`config.mk`:
```
export PLATFORM = sky130hd
export DESIGN_NAME = mcpu_core_ws_flat
export DESIGN_NICKNAME = d
export VERILOG_FILES = /design/src/rtl/mcpu_core_ws_if.sv /design/src/rtl/mcpu_core_ws.sv /design/src/flat_wrapper.sv
export SDC_FILE = /design/constraint.sdc
export NUM_CORES = 1
export LEC_CHECK = 0
export ABC_CLOCK_PERIOD_IN_PS = 29700
export BUFFER_PORTS_ARGS = -buffer_cell sky130_fd_sc_hd__clkbuf_2
export CAP_MARGIN = 10
export CORE_MARGIN = 2
export CORE_UTILIZATION = 45
export CTS_CLUSTER_DIAMETER = 60
export DETAILED_ROUTE_END_ITERATION = 10
export PLACE_DENSITY = 0.66
export SYNTH_ARGS = -nofsm -noshare
export SYNTH_HDL_FRONTEND = slang
export SYNTH_SLANG_ARGS = --single-unit
```
`constraint.sdc`:
```
create_clock -name clk -period 29.7 [get_ports clk]
set_clock_uncertainty 0.1 [all_clocks]
set_input_delay 2.97 -clock clk [delete_from_list [all_inputs] [get_ports clk]]
set_output_delay 2.97 -clock clk [all_outputs]
set_load 0.02 [all_outputs]
```
`src/rtl/mcpu_core_ws_if.sv`:
```
// Bus bundle between mcpu_core_ws and its instruction ROM, data RAM and external ALU operand sources.
interface mcpu_core_ws_if #(parameter int DATA_WIDTH = 32);
  logic                  run_en;
  logic [7:0]            irom_in;
  logic                  irom_valid;
  logic [DATA_WIDTH-1:0] cnt_pc;
  logic [DATA_WIDTH-1:0] reg_addr;
  logic [DATA_WIDTH-1:0] data_in;
  logic [DATA_WIDTH-1:0] data_out;
  logic                  dram_re;
  logic                  dram_we;
  logic                  dram_ack;
  logic                  sense;
  logic [DATA_WIDTH-1:0] alu_x;
  logic [DATA_WIDTH-1:0] alu_y;
  logic [DATA_WIDTH-1:0] reg_i;
  logic [DATA_WIDTH-1:0] reg_j;
  logic [DATA_WIDTH-1:0] reg_k;
  logic                  halted;
  logic [DATA_WIDTH-1:0] retired;

  modport master (
    input  run_en, irom_in, irom_valid, data_in, dram_ack, sense, alu_x, alu_y,
    output cnt_pc, reg_addr, data_out, dram_re, dram_we, reg_i, reg_j, reg_k, halted, retired
  );

  modport slave (
    output run_en, irom_in, irom_valid, data_in, dram_ack, sense, alu_x, alu_y,
    input  cnt_pc, reg_addr, data_out, dram_re, dram_we, reg_i, reg_j, reg_k, halted, retired
  );
endinterface

```
`src/rtl/mcpu_core_ws.sv`:
```
// MCPU core with data-RAM wait states, gated fetch, halt-on-zero and a retired-instruction counter.
// mcpu_alu: op[2:0] selects the result, op[3] selects the flag (zero result or sense input).
module mcpu_alu #(
  parameter int DATA_WIDTH = 32,
  parameter int OP_WIDTH   = 42
) (
  input  logic [DATA_WIDTH-1:0] a,
  input  logic [DATA_WIDTH-1:0] b,
  input  logic [DATA_WIDTH-1:0] x,
  input  logic [DATA_WIDTH-1:0] y,
  input  logic [OP_WIDTH-1:0]   op,
  input  logic                  sense,
  output logic [DATA_WIDTH-1:0] d_out,
  output logic                  f_out
);
  logic w_unused_op;
  assign w_unused_op = ^op[OP_WIDTH-1:4];

  always_comb begin
    d_out = '0;
    case (op[2:0])
      3'd0: d_out = a + b;
      3'd1: d_out = a - b;
      3'd2: d_out = a & b;
      3'd3: d_out = a | b;
      3'd4: d_out = a ^ b;
      3'd5: d_out = ~a;
      3'd6: d_out = x;
      3'd7: d_out = y;
    endcase
  end

  assign f_out = op[3] ? (d_out == '0) : sense;
endmodule

// state    | meaning
// S_RUN    | accepting instructions when run_en & irom_valid
// S_WAIT   | memory access issued, holding strobes until dram_ack
// S_HALT   | stopped on 8'h00, left only by reset
module mcpu_core_ws #(
  parameter int DATA_WIDTH   = 32,
  parameter int IMM_STAGES   = 6,
  parameter int HALT_ON_ZERO = 1
) (
  input logic          clk,
  input logic          reset,
  mcpu_core_ws_if.master bus
);
  localparam int IMM_W = IMM_STAGES * 7;
  localparam logic [DATA_WIDTH-1:0] ONE = DATA_WIDTH'(1);

  localparam logic [1:0] S_RUN  = 2'd0;
  localparam logic [1:0] S_WAIT = 2'd1;
  localparam logic [1:0] S_HALT = 2'd2;

  localparam logic [2:0] SEL_PC   = 3'd0;
  localparam logic [2:0] SEL_ADDR = 3'd1;
  localparam logic [2:0] SEL_RAM  = 3'd2;
  localparam logic [2:0] SEL_IMM  = 3'd3;
  localparam logic [2:0] SEL_ALU  = 3'd4;
  localparam logic [2:0] DST_ALUA = 3'd3;
  localparam logic [2:0] DST_ALUB = 3'd4;
  localparam logic [2:0] SEL_I    = 3'd5;
  localparam logic [2:0] SEL_J    = 3'd6;
  localparam logic [2:0] SEL_K    = 3'd7;

  logic [1:0]            r_state;
  logic [DATA_WIDTH-1:0] r_pc;
  logic [DATA_WIDTH-1:0] r_addr;
  logic [IMM_W-1:0]      r_srg_imm;
  logic [DATA_WIDTH-1:0] r_alu_a;
  logic [DATA_WIDTH-1:0] r_alu_b;
  logic [DATA_WIDTH-1:0] r_i;
  logic [DATA_WIDTH-1:0] r_j;
  logic [DATA_WIDTH-1:0] r_k;
  logic [DATA_WIDTH-1:0] r_retired;
  logic                  r_last_imm;
  logic [7:0]            r_winstr;
  logic                  r_wexec;

  logic                  w_in_run;
  logic                  w_in_wait;
  logic                  w_accept;
  logic                  w_active;
  logic [7:0]            w_instr;
  logic                  w_is_imm;
  logic                  w_cond;
  logic [2:0]            w_dst;
  logic [2:0]            w_src;
  logic                  w_alu_f;
  logic [DATA_WIDTH-1:0] w_alu_d;
  logic                  w_exec_now;
  logic                  w_exec;
  logic                  w_mem;
  logic                  w_halt_take;
  logic                  w_stall_entry;
  logic                  w_commit;
  logic [DATA_WIDTH-1:0] w_data_out;

  mcpu_alu #(
    .DATA_WIDTH (DATA_WIDTH),
    .OP_WIDTH   (IMM_W)
  ) u_alu (
    .a     (r_alu_a),
    .b     (r_alu_b),
    .x     (bus.alu_x),
    .y     (bus.alu_y),
    .op    (r_srg_imm),
    .sense (bus.sense),
    .d_out (w_alu_d),
    .f_out (w_alu_f)
  );

  assign w_in_run  = (r_state == S_RUN);
  assign w_in_wait = (r_state == S_WAIT);
  assign w_accept  = w_in_run & bus.run_en & bus.irom_valid;
  assign w_active  = w_accept | w_in_wait;

  // While stalled the latched instruction and exec decision drive everything.
  assign w_instr    = w_in_wait ? r_winstr : bus.irom_in;
  assign w_is_imm   = w_instr[7];
  assign w_cond     = w_instr[6];
  assign w_dst      = w_instr[5:3];
  assign w_src      = w_instr[2:0];
  assign w_exec_now = ~w_is_imm & (~w_cond | w_alu_f);
  assign w_exec     = w_in_wait ? r_wexec : w_exec_now;
  assign w_mem      = w_exec & ((w_src == SEL_RAM) | (w_dst == SEL_RAM));

  assign w_halt_take   = w_accept & (HALT_ON_ZERO != 0) & (w_instr == 8'h00);
  assign w_stall_entry = w_accept & ~w_is_imm & ~w_halt_take & w_mem & ~bus.dram_ack;
  assign w_commit      = w_active & ~w_is_imm & ~w_halt_take & (~w_mem | bus.dram_ack);

  always_comb begin
    w_data_out = '0;
    case (w_src)
      SEL_PC:   w_data_out = r_pc;
      SEL_ADDR: w_data_out = r_addr;
      SEL_RAM:  w_data_out = bus.data_in;
      SEL_IMM:  w_data_out = r_srg_imm[DATA_WIDTH-1:0];
      SEL_ALU:  w_data_out = w_alu_d;
      SEL_I:    w_data_out = r_i;
      SEL_J:    w_data_out = r_j;
      SEL_K:    w_data_out = r_k;
    endcase
  end

  assign bus.data_out = w_data_out;
  assign bus.dram_re  = w_active & w_mem & (w_src == SEL_RAM);
  assign bus.dram_we  = w_active & w_mem & (w_dst == SEL_RAM);
  assign bus.cnt_pc   = r_pc;
  assign bus.reg_addr = r_addr;
  assign bus.reg_i    = r_i;
  assign bus.reg_j    = r_j;
  assign bus.reg_k    = r_k;
  assign bus.retired  = r_retired;
  assign bus.halted   = (r_state == S_HALT);

  always_ff @(posedge clk or posedge reset) begin
    if (reset) begin
      r_state    <= S_RUN;
      r_pc       <= '0;
      r_addr     <= '0;
      r_srg_imm  <= '0;
      r_alu_a    <= '0;
      r_alu_b    <= '0;
      r_i        <= '0;
      r_j        <= '0;
      r_k        <= '0;
      r_retired  <= '0;
      r_last_imm <= 1'b0;
      r_winstr   <= '0;
      r_wexec    <= 1'b0;
    end else begin
      if (w_accept && w_is_imm) begin
        r_srg_imm  <= r_last_imm ? {r_srg_imm[IMM_W-8:0], w_instr[6:0]}
                                 : {{(IMM_W-7){1'b0}}, w_instr[6:0]};
        r_last_imm <= 1'b1;
        r_pc       <= r_pc + ONE;
        r_retired  <= r_retired + ONE;
      end

      if (w_commit) begin
        if (w_exec) begin
          case (w_dst)
            SEL_ADDR: r_addr  <= w_data_out;
            DST_ALUA: r_alu_a <= w_data_out;
            DST_ALUB: r_alu_b <= w_data_out;
            SEL_I:    r_i     <= w_data_out;
            SEL_J:    r_j     <= w_data_out;
            SEL_K:    r_k     <= w_data_out;
            default: ;
          endcase
        end
        r_pc       <= (w_exec && (w_dst == SEL_PC)) ? w_data_out : r_pc + ONE;
        r_last_imm <= 1'b0;
        r_retired  <= r_retired + ONE;
      end

      case (r_state)
        S_RUN: begin
          if (w_halt_take) begin
            r_state <= S_HALT;
          end else if (w_stall_entry) begin
            r_state  <= S_WAIT;
            r_winstr <= bus.irom_in;
            r_wexec  <= w_exec_now;
          end
        end
        S_WAIT: begin
          if (bus.dram_ack) r_state <= S_RUN;
        end
        default: ;
      endcase
    end
  end
endmodule

```
`src/flat_wrapper.sv`:
```
// flat-port wrapper written by rule: the top's interface ports become plain ports
module mcpu_core_ws_flat 
#(
  parameter int DATA_WIDTH   = 32,
  parameter int IMM_STAGES   = 6,
  parameter int HALT_ON_ZERO = 1
)
  (clk, reset, bus_run_en, bus_irom_in, bus_irom_valid, bus_data_in, bus_dram_ack, bus_sense, bus_alu_x, bus_alu_y, bus_cnt_pc, bus_reg_addr, bus_data_out, bus_dram_re, bus_dram_we, bus_reg_i, bus_reg_j, bus_reg_k, bus_halted, bus_retired);
  mcpu_core_ws_if #(.DATA_WIDTH(DATA_WIDTH)) bus_i ();
  input logic clk;
  input logic reset;
  input wire logic [$bits(bus_i.run_en)-1:0] bus_run_en;
  input wire logic [$bits(bus_i.irom_in)-1:0] bus_irom_in;
  input wire logic [$bits(bus_i.irom_valid)-1:0] bus_irom_valid;
  input wire logic [$bits(bus_i.data_in)-1:0] bus_data_in;
  input wire logic [$bits(bus_i.dram_ack)-1:0] bus_dram_ack;
  input wire logic [$bits(bus_i.sense)-1:0] bus_sense;
  input wire logic [$bits(bus_i.alu_x)-1:0] bus_alu_x;
  input wire logic [$bits(bus_i.alu_y)-1:0] bus_alu_y;
  output wire logic [$bits(bus_i.cnt_pc)-1:0] bus_cnt_pc;
  output wire logic [$bits(bus_i.reg_addr)-1:0] bus_reg_addr;
  output wire logic [$bits(bus_i.data_out)-1:0] bus_data_out;
  output wire logic [$bits(bus_i.dram_re)-1:0] bus_dram_re;
  output wire logic [$bits(bus_i.dram_we)-1:0] bus_dram_we;
  output wire logic [$bits(bus_i.reg_i)-1:0] bus_reg_i;
  output wire logic [$bits(bus_i.reg_j)-1:0] bus_reg_j;
  output wire logic [$bits(bus_i.reg_k)-1:0] bus_reg_k;
  output wire logic [$bits(bus_i.halted)-1:0] bus_halted;
  output wire logic [$bits(bus_i.retired)-1:0] bus_retired;
  assign bus_i.run_en = bus_run_en;
  assign bus_i.irom_in = bus_irom_in;
  assign bus_i.irom_valid = bus_irom_valid;
  assign bus_i.data_in = bus_data_in;
  assign bus_i.dram_ack = bus_dram_ack;
  assign bus_i.sense = bus_sense;
  assign bus_i.alu_x = bus_alu_x;
  assign bus_i.alu_y = bus_alu_y;
  assign bus_cnt_pc = bus_i.cnt_pc;
  assign bus_reg_addr = bus_i.reg_addr;
  assign bus_data_out = bus_i.data_out;
  assign bus_dram_re = bus_i.dram_re;
  assign bus_dram_we = bus_i.dram_we;
  assign bus_reg_i = bus_i.reg_i;
  assign bus_reg_j = bus_i.reg_j;
  assign bus_reg_k = bus_i.reg_k;
  assign bus_halted = bus_i.halted;
  assign bus_retired = bus_i.retired;
  mcpu_core_ws #(.DATA_WIDTH(DATA_WIDTH), .IMM_STAGES(IMM_STAGES), .HALT_ON_ZERO(HALT_ON_ZERO)) u_core (.clk(clk), .reset(reset), .bus(bus_i));
endmodule
```
* Yosys cells after proc, flatten, opt, wreduce, memory -nomap -nowiden
Cells that the tools add are included.
Storage, ports and cells: bits in registers 300, latch bits 0, memory bits (writable) 0, memory bits (read-only) 0, input port bits 110, output and inout port bits 227, memories 0
Operators by class: $add $sub $neg 4, $mul 0, div/mod/pow operators 0, $lt $le $gt $ge 0, eq/ne operators 25, shifts and indexed selects 0, muxes and demuxes 17, bitwise operators 28, reductions and logical operators 18
Operators with widths (number):
- $pmux 32 s8 | 2
- $mux 32 | 6
- $add 32x1->32 const B | 2
- $eq 3x3->1 const B | 12
- $add 32x32->32 | 1
- $and 32x32->32 | 1
- $logic_not 32->1 | 1
- $not 32->32 | 1
- $or 32x32->32 | 1
- $sub 32x32->32 | 1
- $xor 32x32->32 | 1
- $reduce_and 3->1 | 8
- $eq 3x2->1 const B | 6
- $and 1x1->1 | 15
- $eq 3x1->1 const B | 3
- $logic_not 3->1 | 3
- $logic_not 8->1 | 1
- $mux 8 | 1
- $mux 2 | 3
- $not 1->1 | 5
- $mux 1 | 4
- $or 1x1->1 | 4
- $pmux 2 s2 | 1
- $reduce_bool 2->1 | 2
- 6 further kinds | 7

* Longest topological paths before layout
Gate-level depths: netlist of the first run.
depth in word-level cells 13, depth in mapped cells 27

* Hierarchy
From an unflattened synthesis of the first run, not the netlist that was laid out.
Unflattened totals: cells, all modules 2323, area total of the unflattened synthesis 20309.5 µm²
Modules (own cells, without submodules):
- mcpu_core_ws | instances 1, cells each 1529, area each 14950.6 µm², seq. area each 7757.4 µm²
- mcpu_alu | instances 1, cells each 794, area each 5358.9 µm², seq. area each 0.0 µm²

* Worst setup path before layout of the first run
OpenSTA, ideal clock, no wires.
path kind input-to-output, start point in bus_alu_x[4], end point out bus_dram_re, arrival time 5.672 ns, required time 26.630 ns, setup slack 20.958 ns, stages on the path 11, buffers on the path 0, cell sequence mux2_2 a221oi_1 o211a_1 o2111ai_1 or4_1 or4_1 nor4b_2 nand4b_1 o31ai_1 nand2_1 nor2_1
Between the ends: word-level cells in the longest chain between the ends 9
Ends and longest elaborated chain:
- start, declared | RTL line flat_wrapper.sv:18 | input wire logic [$bits(bus_i.alu_x)-1:0] bus_alu_x;
- $pmux 32 s8 | RTL line mcpu_core_ws.sv:21 | case (op[2:0])
- $logic_not 32->1 | RTL line mcpu_core_ws.sv:33 | assign f_out = op[3] ? (d_out == '0) : sense;
- $mux 1 | RTL line mcpu_core_ws.sv:33
- $or 1x1->1 | RTL line mcpu_core_ws.sv:125 | assign w_exec_now = ~w_is_imm & (~w_cond | w_alu_f);
- $and 1x1->1 | RTL line mcpu_core_ws.sv:125
- $mux 1 | RTL line mcpu_core_ws.sv:126 | assign w_exec = w_in_wait ? r_wexec : w_exec_now;
- $and 1x1->1 | RTL line mcpu_core_ws.sv:127 | assign w_mem = w_exec & ((w_src == SEL_RAM) | (w_dst == SEL_RAM));
- $and 1x1->1 (2 in a row) | RTL line mcpu_core_ws.sv:148 | assign bus.dram_re = w_active & w_mem & (w_src == SEL_RAM);
- end, declared | RTL line flat_wrapper.sv:23 | output wire logic [$bits(bus_i.dram_re)-1:0] bus_dram_re;
Every way passes these cells.

* Final worst setup path of the first run
start point reg u_core.r_srg_imm[0], end point out bus_dram_we
Between the ends: word-level cells in the longest chain between the ends 10, elaborated cells on any way between the ends 17
Ends and longest elaborated chain:
- start, declared | RTL line mcpu_core_ws.sv:70 | logic [IMM_W-1:0] r_srg_imm;
- start signal, assigned | RTL line mcpu_core_ws.sv:175 | r_srg_imm <= r_last_imm ? {r_srg_imm[IMM_W-8:0], w_instr[6:0]}
- $eq 3x3->1 (tied with other cells) | RTL line mcpu_core_ws.sv:21
- $pmux 32 s8 (*) | RTL line mcpu_core_ws.sv:21
- $logic_not 32->1 (*) | RTL line mcpu_core_ws.sv:33
- $mux 1 (*) | RTL line mcpu_core_ws.sv:33
- $or 1x1->1 (*) | RTL line mcpu_core_ws.sv:125
- $and 1x1->1 (*) | RTL line mcpu_core_ws.sv:125
- $mux 1 (*) | RTL line mcpu_core_ws.sv:126
- $and 1x1->1 (*) | RTL line mcpu_core_ws.sv:127
- $and 1x1->1 (*) (2 in a row) | RTL line mcpu_core_ws.sv:149 | assign bus.dram_we = w_active & w_mem & (w_dst == SEL_RAM);
- end, declared | RTL line flat_wrapper.sv:24 | output wire logic [$bits(bus_i.dram_we)-1:0] bus_dram_we;
Every way passes the cells marked *; elsewhere a longest branch is shown, timed or not.

==> results by group, run 1 <==
Run status
  • Status: finished, final reports clean

Floorplan
  • Die area: 47200 µm²
  • Starting Density: 45.4%
  • Die W: between 200 and 250 µm
  • Num rows: 78
  • Io pins: 337
  • Die H: 217 µm
  • Core area: roughly 45000 µm²

Pwr
  • Internal Power: about 1.3 mW
  • Seq pwr share: around a quarter
  • VDD IR max: 61.8 µV
  • Combinational fraction of design power: 56.7%
  • Pleak: 11.3 nW
  • Switch Pwr: 1.45 mW
  • Clk pwr share: approximately 17%
  • Power Dens Cells: between 100 and 150 nW/µm²
  • Sw Share: 51.9%

Logic synthesis
  • Register area share after synthesis: 36.7%
  • Post-synth cell types: 80
  • FFs w/ async S/R, synth: 100%
  • Mean area per synthesized cell: 8.95 µm²
  • Top_reg_cell synth: dfrtp_1
  • Synth warn: 0
  • Post-synthesis cell count: between 2000 and 2500
  • Syn_nets: ~2500
  • Post-Syn Area: 20500 µm²
  • Post-synth EDFFs: 0
  • Register bit total from synthesis: 300

Routing
  • Vias/cell: 6.40
  • First-pass iteration count of the detailed router: 6
  • Antenna-violating nets left: 0
  • Final WL: 86.6 mm
  • WL per Instance: about 27 µm
  • 1st-iter DRT viols: 2257
  • Routed vias: 20500
  • DRC violations left: 0

Critical path
  • CP max stage delay: 0.74 ns
  • Required time worst endpoint: between 20 and 30 ns
  • Cell chain of the critical path: buf_4 > or3b_2 > o21ai_0 > xnor2_1 > ha_1 > and3_1 > a221o_1 > xnor2_1 > o211ai_1 > or4_1 > or4_1 > nor4b_2 > nand4b_1 > o31ai_1 > nand2_1 > nor2_1 > clkbuf_2
  • Critical path peak fanout: 78
  • Reg-to-reg startpoint: u_core.r_srg_imm[0]$_DFFE_PP0P_
  • Crit path kind: reg -> out
  • Slowest CP cell: or3b_2
  • Critical Path AT: 6.96 ns
  • Setup crit start: u_core.r_srg_imm[0]$_DFFE_PP0P_
  • CP bufs+invs: 2
  • CP top delay family: simple AND/OR/NAND/NOR gates
  • Reg-to-reg slack, setup: 22.08 ns
  • CP Launch Type: flop
  • Nature of the critical path endpoint: primary output

Global routing
  • Overall routing resource usage: 35.8%
  • Largest net degree at the start of global routing: 121
  • Initial antenna violation count: 6
  • Global-route wire length before repair: around 130 mm
  • Vias in the first global route: around 19000
  • Total gr overflow: 0

Clocking
  • Max H-tree Level: 2
  • Inserted Clock Buffers: 37
  • Hold-fix buffers, CTS: 0
  • CTS Buffer Depth: 3
  • Skew-Pair Late Insertion Delay: ~0.57 ns
  • Reg clk slew, reported paths: 0.06 ns
  • Clock tree sinks: 300
  • Post-CTS Setup Inserts: 0
  • Root Buffer: clkbuf_16
  • TritonCTS clock tree: built
  • Post-CTS resize count: 0

Timing
  • Worst slew margin: 2.31%
  • F_max: 99.7 MHz
  • Final setup vio count: 0
  • RSZ-0062 raised after global routing: no
  • Final hold violation count: 0
  • Total negative slack: 0 ns
  • Hold_ws: between 0.3 and 0.4 ns
  • Final slew viol count: 0
  • Worst-Margin Slew: approximately 1.5 ns
  • Final WS setup: 19.67 ns
  • Fin crit share: 33.8%
  • Final Critical Period: 10.03 ns

Final layout
  • Layout Cells excl Fill: 3200
  • Layout cells sized above 1: 23.9%
  • Nets: between 2000 and 3000
  • Most frequent cells in the layout: clkbuf_2 (336), dfrtp_1 (297), nand2_1 (257), a21oi_1 (174), nor2_1 (153)
  • Final core utilization: 53.2%
  • Commonest non-fill, non-tap cell in the layout: clkbuf_2
  • Area Overhead vs Synth: 17.1%
  • Fill count: 4224

Place
  • Placed Cells: roughly 3100
  • RePlAce Congestion: just over 1
  • Pre-CTS WS: 20.01 ns
  • IO buf count: 336
  • Hpwl dp: between 60 and 70 mm

Hold path
  • Worst hold path class: reg -> reg
  • Hold_sp: u_core.r_winstr[7]$_DFFE_PP0P_

Run
  • Max Cap Violations: 0
## kinds of logic (layout without fill, tap and decap cells)
group / after synthesis / after routing / synth area share [%]
other: 0 / 5 / 0
muxes: 261 / 261 / 14.1
adders and majority gates: 99 / 99 / 6.09
DFF: 300 / 300 / 36.7
AOI/OAI and AO/OA: 621 / 621 / 19.4
and+or+nand+nor: 700 / 700 / 16.1
buffers and inverters: 242 / 549 / 4.83
xor gates and xnor gates: 65 / 65 / 2.78
## cells in the mapped netlist (33+ instances only)
master	count	area, µm²
dfrtp_1	300	7510
nand2_1	260	976
a21oi_1	174	871
nor2_1	153	574
mux2_2	140	1580
o21ai_0	139	696
ha_1	98	1230
inv_1	95	357
clkbuf_1	85	319
mux2_1	62	698
nand3_1	62	310
mux2i_1	57	571
nor3_1	41	205
buf_2	40	200
o22ai_1	39	244
xnor2_1	36	315
nand4_1	33	206
## area by class of cell
type	instances	area, µm²	share of cell area (%)
inverters	97	372	1.55
diodes	5	12.5	0.0522
repair buffers	387	2060	8.61
multi-input cells	1746	12000	50.2
flip-flops and latches	300	7510	31.3
well taps	600	751	3.13
clock buffers	50	1040	4.32
clock inverters	15	180	0.752
## layer usage
layer | GRT usage, % | part of all wire (%)
met4 | 13.8 | 4.0
met1 | 48.9 | 41
met3 | 6.93 | 9.9
met2 | 56.1 | 45
met5 | 0 | 0
## power by group through the flow
stage | Combinational [mW] | Clock (mW) | Sequential [mW]
after floorplan | 0.876 | 0 | 0.771
after global placement | 1.53 | 0 | 0.733
after detailed placement | 1.54 | 0 | 0.740
after CTS | 1.55 | 0.467 | 0.734
after global routing | 1.68 | 0.484 | 0.757
final | 1.58 | 0.464 | 0.742
## stage by stage
stage	area [µm²]	power (mW)
after global routing	24000	2.92
after CTS	24000	2.75
final	24000	2.79
after detailed placement	22700	2.28
after global placement	22700	2.26
after floorplan	20500	1.65
## path summary, 6_finish.rpt
path | endpoint | cells past startpoint
worst max-delay path | bus_dram_we | 17
worst min-delay path | u_core.r_winstr[7]$_DFFE_PP0P_ | 1
worst max register to register | u_core.bus.reg_addr[31]$_DFFE_PP0P_ | 17
worst min register to register | u_core.r_winstr[7]$_DFFE_PP0P_ | 1
max in group asynchronous | u_core.r_srg_imm[1]$_DFFE_PP0P_ | 3
min in group asynchronous | u_core.r_winstr[2]$_DFFE_PP0P_ | 2
## state kept, by name (all words and copies together) (netlist names), 2 cells and up
register             count
u_core.r_srg_imm        32
u_core.r_alu_a          32
u_core.bus.retired      32
u_core.bus.reg_addr     32
u_core.bus.reg_j        32
u_core.r_winstr          8
u_core.bus.cnt_pc       32
u_core.r_state           2
u_core.bus.reg_k        32
u_core.r_alu_b          32
u_core.bus.reg_i        32
## worst register-to-register path: stages, from the launching register on
cell	delay, ns
dfrtp_2	0.34
buf_4	0.59
or3b_2	0.86
o21ai_0	0.21
xnor2_1	0.16
ha_1	0.35
and3_1	0.24
a221o_1	0.43
xnor2_1	0.23
o211ai_1	0.23
or4_1	0.65
or4_1	0.48
nor4b_2	0.29
nand4b_1	0.38
o22ai_2	0.36
and2b_1	0.27
and3_2	0.88
mux2_2	0.47
No activity file was read; power rests on OpenSTA's default activity.
==> run 2: changes to the inputs <==
--- a/config.mk
+++ b/config.mk
@@ -5,14 +5,15 @@
 export SDC_FILE = /design/constraint.sdc
 export NUM_CORES = 1
 export LEC_CHECK = 0
-export ABC_CLOCK_PERIOD_IN_PS = 29700
+export ABC_AREA = 1
+export ABC_CLOCK_PERIOD_IN_PS = 9150
 export BUFFER_PORTS_ARGS = -buffer_cell sky130_fd_sc_hd__clkbuf_2
 export CAP_MARGIN = 10
 export CORE_MARGIN = 2
 export CORE_UTILIZATION = 45
 export CTS_CLUSTER_DIAMETER = 60
 export DETAILED_ROUTE_END_ITERATION = 10
-export PLACE_DENSITY = 0.66
+export PLACE_DENSITY = 0.68
 export SYNTH_ARGS = -nofsm -noshare
 export SYNTH_HDL_FRONTEND = slang
 export SYNTH_SLANG_ARGS = --single-unit
==> constraint.sdc (replaced) <==
create_clock -name clk -period 9.15 [get_ports clk]
set_clock_uncertainty 0.1 [all_clocks]
set_input_delay 0.915 -clock clk [delete_from_list [all_inputs] [get_ports clk]]
set_output_delay 0.915 -clock clk [all_outputs]
set_load 0.02 [all_outputs]
==> run 2 against run 1 <==
Critical path type unchanged. Clock-buffer cell count decreased by 1. Sequential power increased by 79%. Final cell count increased by 20%. Synthesized area increased by 1.2%. Global-route usage decreased by 2.6 points. Worst setup slack got worse by 19 ns. Hold slack got worse by 0.0030 ns. Largest power group is now the clock network.
==> results by group, run 2 <==
Floorplan
  • Die area: 47800 µm² (+1.2%)
  • Core area: 45400 µm² (+0.65%)
  • Io pins: 337 (unchanged)
  • Die W: 219 µm (+0.59%)
  • Starting Density: 45.6% (+0.25 points)
  • Die H: 219 µm (+0.59%)
  • Num rows: 78 (unchanged)

Global routing
  • Largest net degree at the start of global routing: 180 (+49%)
  • Total gr overflow: 0 (unchanged)
  • Initial antenna violation count: 0 (-6)
  • Overall routing resource usage: 33.2% (-2.6 points)
  • Global-route wire length before repair: 121 mm (-4.2%)
  • Vias in the first global route: 19900 (+3.4%)

Routing
  • Vias/cell: 5.68 (-11%)
  • First-pass iteration count of the detailed router: 6 (unchanged)
  • Routed vias: 21700 (+6.0%)
  • Antenna-violating nets left: 0 (unchanged)
  • Final WL: 81.0 mm (-6.4%)
  • 1st-iter DRT viols: 2521 (+12%)
  • DRC violations left: 0 (unchanged)
  • WL per Instance: 21.2 µm (-22%)

Timing
  • Worst-Margin Slew: 1.05 ns (-0.415 ns)
  • F_max: 125 MHz
  • Total negative slack: 0 ns (unchanged)
  • Final Critical Period: 7.98 ns
  • RSZ-0062 raised after global routing: no
  • Final hold violation count: 0 (unchanged)
  • Fin crit share: 87.3%
  • Final slew viol count: 0 (unchanged)
  • Final setup vio count: 0 (unchanged)
  • Worst slew margin: 29.5% (+27 points)

Clocking
  • Inserted Clock Buffers: 35 (-5.4%)
  • Clock tree sinks: 300 (unchanged)
  • Root Buffer: clkbuf_16
  • Post-CTS Setup Inserts: 0 (unchanged)
  • CTS Buffer Depth: 3 (unchanged)
  • Max H-tree Level: 2 (unchanged)
  • Post-CTS resize count: 0 (unchanged)
  • TritonCTS clock tree: built
  • Hold-fix buffers, CTS: 0 (unchanged)
  • Skew-Pair Late Insertion Delay: 0.53 ns (-0.04 ns)
  • Reg clk slew, reported paths: 0.06 ns (about the same)

Logic synthesis
  • Post-synth cell types: 61 (-24%)
  • Register bit total from synthesis: 300 (unchanged)
  • Most common cell in the netlist: nand2_1
  • Register area share after synthesis: 36.2% (-0.44 points)
  • Post-synthesis cell count: 2923 (+28%)
  • FFs w/ async S/R, synth: 100% (unchanged)
  • Mean area per synthesized cell: 7.09 µm² (-21%)
  • Top_reg_cell synth: dfrtp_1
  • Yosys top cell by area: dfrtp_1
  • Post-synth EDFFs: 0 (unchanged)
  • Post-Syn Area: 20700 µm² (+1.2%)
  • Most instantiated cells after synthesis: nand2_1 (908), inv_1 (362), dfrtp_1 (300), nor2_1 (169), o21ai_1 (167)
  • Synth warn: 0 (unchanged)
  • Syn_nets: 3132 (+25%)
  • Most area-consuming cells after synthesis: dfrtp_1 (36%), nand2_1 (16%), inv_1 (6.6%), ha_1 (5.9%), o21ai_1 (4.0%)
  • Top cell type's share of synthesized area: 36.2% (-0.44 points)

Final layout
  • ANT cells: 0 (-5)
  • Layout cells sized above 1: 14.7% (-9.2 points)
  • Fin area: 23900 µm² (-0.46%)
  • Nets: 3414 (+23%)
  • Commonest non-fill, non-tap cell in the layout: nand2_1
  • Multi-input gate area: 11100 µm² (-7.7%)
  • Area Overhead vs Synth: 15.2%
  • Fill count: 4547 (+7.6%)
  • Sequential Area: 7510 µm² (about the same)
  • Most frequent cells in the layout: nand2_1 (908), inv_1 (361), clkbuf_2 (336), dfrtp_1 (300)

Critical path
  • Setup crit start: u_core.r_alu_b[1]$_DFFE_PP0P_
  • CP bufs+invs: 5 (+3)
  • Reg-to-reg startpoint: u_core.r_alu_b[1]$_DFFE_PP0P_
  • Crit. path cell count: 35 (+18)
  • Required time worst endpoint: 8.14 ns (-18.49 ns)
  • CP top delay family: simple AND/OR/NAND/NOR gates
  • Reg-to-reg slack, setup: 1.46 ns (-20.62 ns)
  • Critical Path AT: 6.97 ns (about the same)
  • CP Launch Type: flop
  • CP most frequent cell: nand2_1
  • Nature of the critical path endpoint: primary output
  • Critical path peak fanout: 5 (-94%)
  • Crit path kind: reg -> out
  • Slowest CP cell: nor3_1
  • Worst r2r dst: u_core.bus.cnt_pc[2]$_DFFE_PP0P_
  • Worst r2r path cells: 39 (+22)
  • CP max stage delay: 0.45 ns (-0.29 ns)

Place
  • Hpwl dp: 61.9 mm (-2.9%)
  • IO buf count: 336 (unchanged)
  • RePlAce Congestion: 0.968 (-5.9%)
  • Post-DP Area: 22700 µm² (about the same)

Pwr
  • Power Dens Cells: 125 nW/µm² (+7.7%)
  • VDD IR max: 141 µV (+130%)
  • Power, Total: 2.99 mW (+7.2%)
  • Pleak: 12.5 nW (+11%)

Run status
  • Status: finished, final reports clean

Run
  • Max Cap Violations: 0 (unchanged)

Hold path
  • Worst Hold Depth: 1 (unchanged)
  • Worst hold path class: reg -> reg
  • Worst Hold Endpoint: u_core.r_wexec$_DFFE_PP0P_
  • Hold_sp: u_core.r_wexec$_DFFE_PP0P_
==> run 2: cell count changes after synthesis, sizes merged, moves of 55 or more <==
cell,previous run,this run
nand2,260,913
mux2i,57,1
inv,95,381
o21ai,146,321
nand3,64,153
a21oi,174,80
clkbuf,85,30
mux2,202,0
==> run 2: cells by family (layout without fill, tap and decap cells) <==
logic type	after synthesis	in the layout	synth area share (%)
AO/OA/AOI/OAI	548	548	15.4
XOR/XNOR	84	84	3.55
adder cells (fa/ha/maj)	99	99	6.02
buffers and inverters	505	808	10.3
flip-flops	300	300	36.2
multiplexers	1	1	0.0483
AND/OR/NAND/NOR	1386	1386	28.4
==> run 2: worst max path at each step <==
stage | slack [ns] | end
after detailed placement | 1.60 | u_core.bus.cnt_pc[2]$_DFFE_PP0P_
after global placement | 1.65 | u_core.bus.cnt_pc[24]$_DFFE_PP0P_
after global routing | 0.43 | bus_dram_re
after CTS | 1.25 | bus_dram_we
after floorplan | 3.42 | bus_dram_re
final | 1.17 | bus_dram_we
==> run 2: final cells by class <==
cell class                      instances  area share [%]
Clock buffer                           49            4.24
Clock inverter                          9           0.456
Inverter                              383            6.05
Multi-Input combinational cell       2118            46.6
Sequential cell                       300            31.5
Tap cell                              600            3.15
Timing Repair Buffer                  367            8.08
==> run 2: stage by stage <==
stage	worst slack (ns)	cells	hold WS, ns	util [%]
2_1_floorplan	3.42	2923	0.337	-
3_3_place_gp	1.65	3768	0.356	50.1
3_5_place_dp	1.60	3768	0.359	50.1
4_1_cts	1.25	3826	0.373	52.6
5_1_grt	0.428	3826	0.387	52.6
6_report	1.17	3826	0.372	52.6
==> run 2: metal layers <==
metal | vias up | wire (µm) | track usage [%]
li1 | 10100 | - | -
met1 | 10200 | 33900 | 47.6
met2 | 1198 | 35900 | 50.6
met3 | 162 | 7770 | 4.69
met4 | 0 | 3450 | 13.1
met5 | - | 0 | 0
==> run 2: where the power goes <==
part / switching [mW] / internal [mW]
Clock: 0.580 / 0.828
Sequential: 0 / 1.33
Combinational: 0.187 / 0.0654
Total: 0.767 / 2.22
==> run 2: worst reg2reg max path, delay by kind of cell (launching register included) <==
| kind | cells | cell delay [ns] |
|---|---|---|
| AOI/OAI and AO/OA | 3 | 0.73 |
| and+or+nand+nor | 27 | 4.53 |
| DFF | 1 | 0.40 |
| xor gates and xnor gates | 1 | 0.18 |
| buffers and inverters | 6 | 1.09 |
| adders and majority gates | 2 | 0.58 |
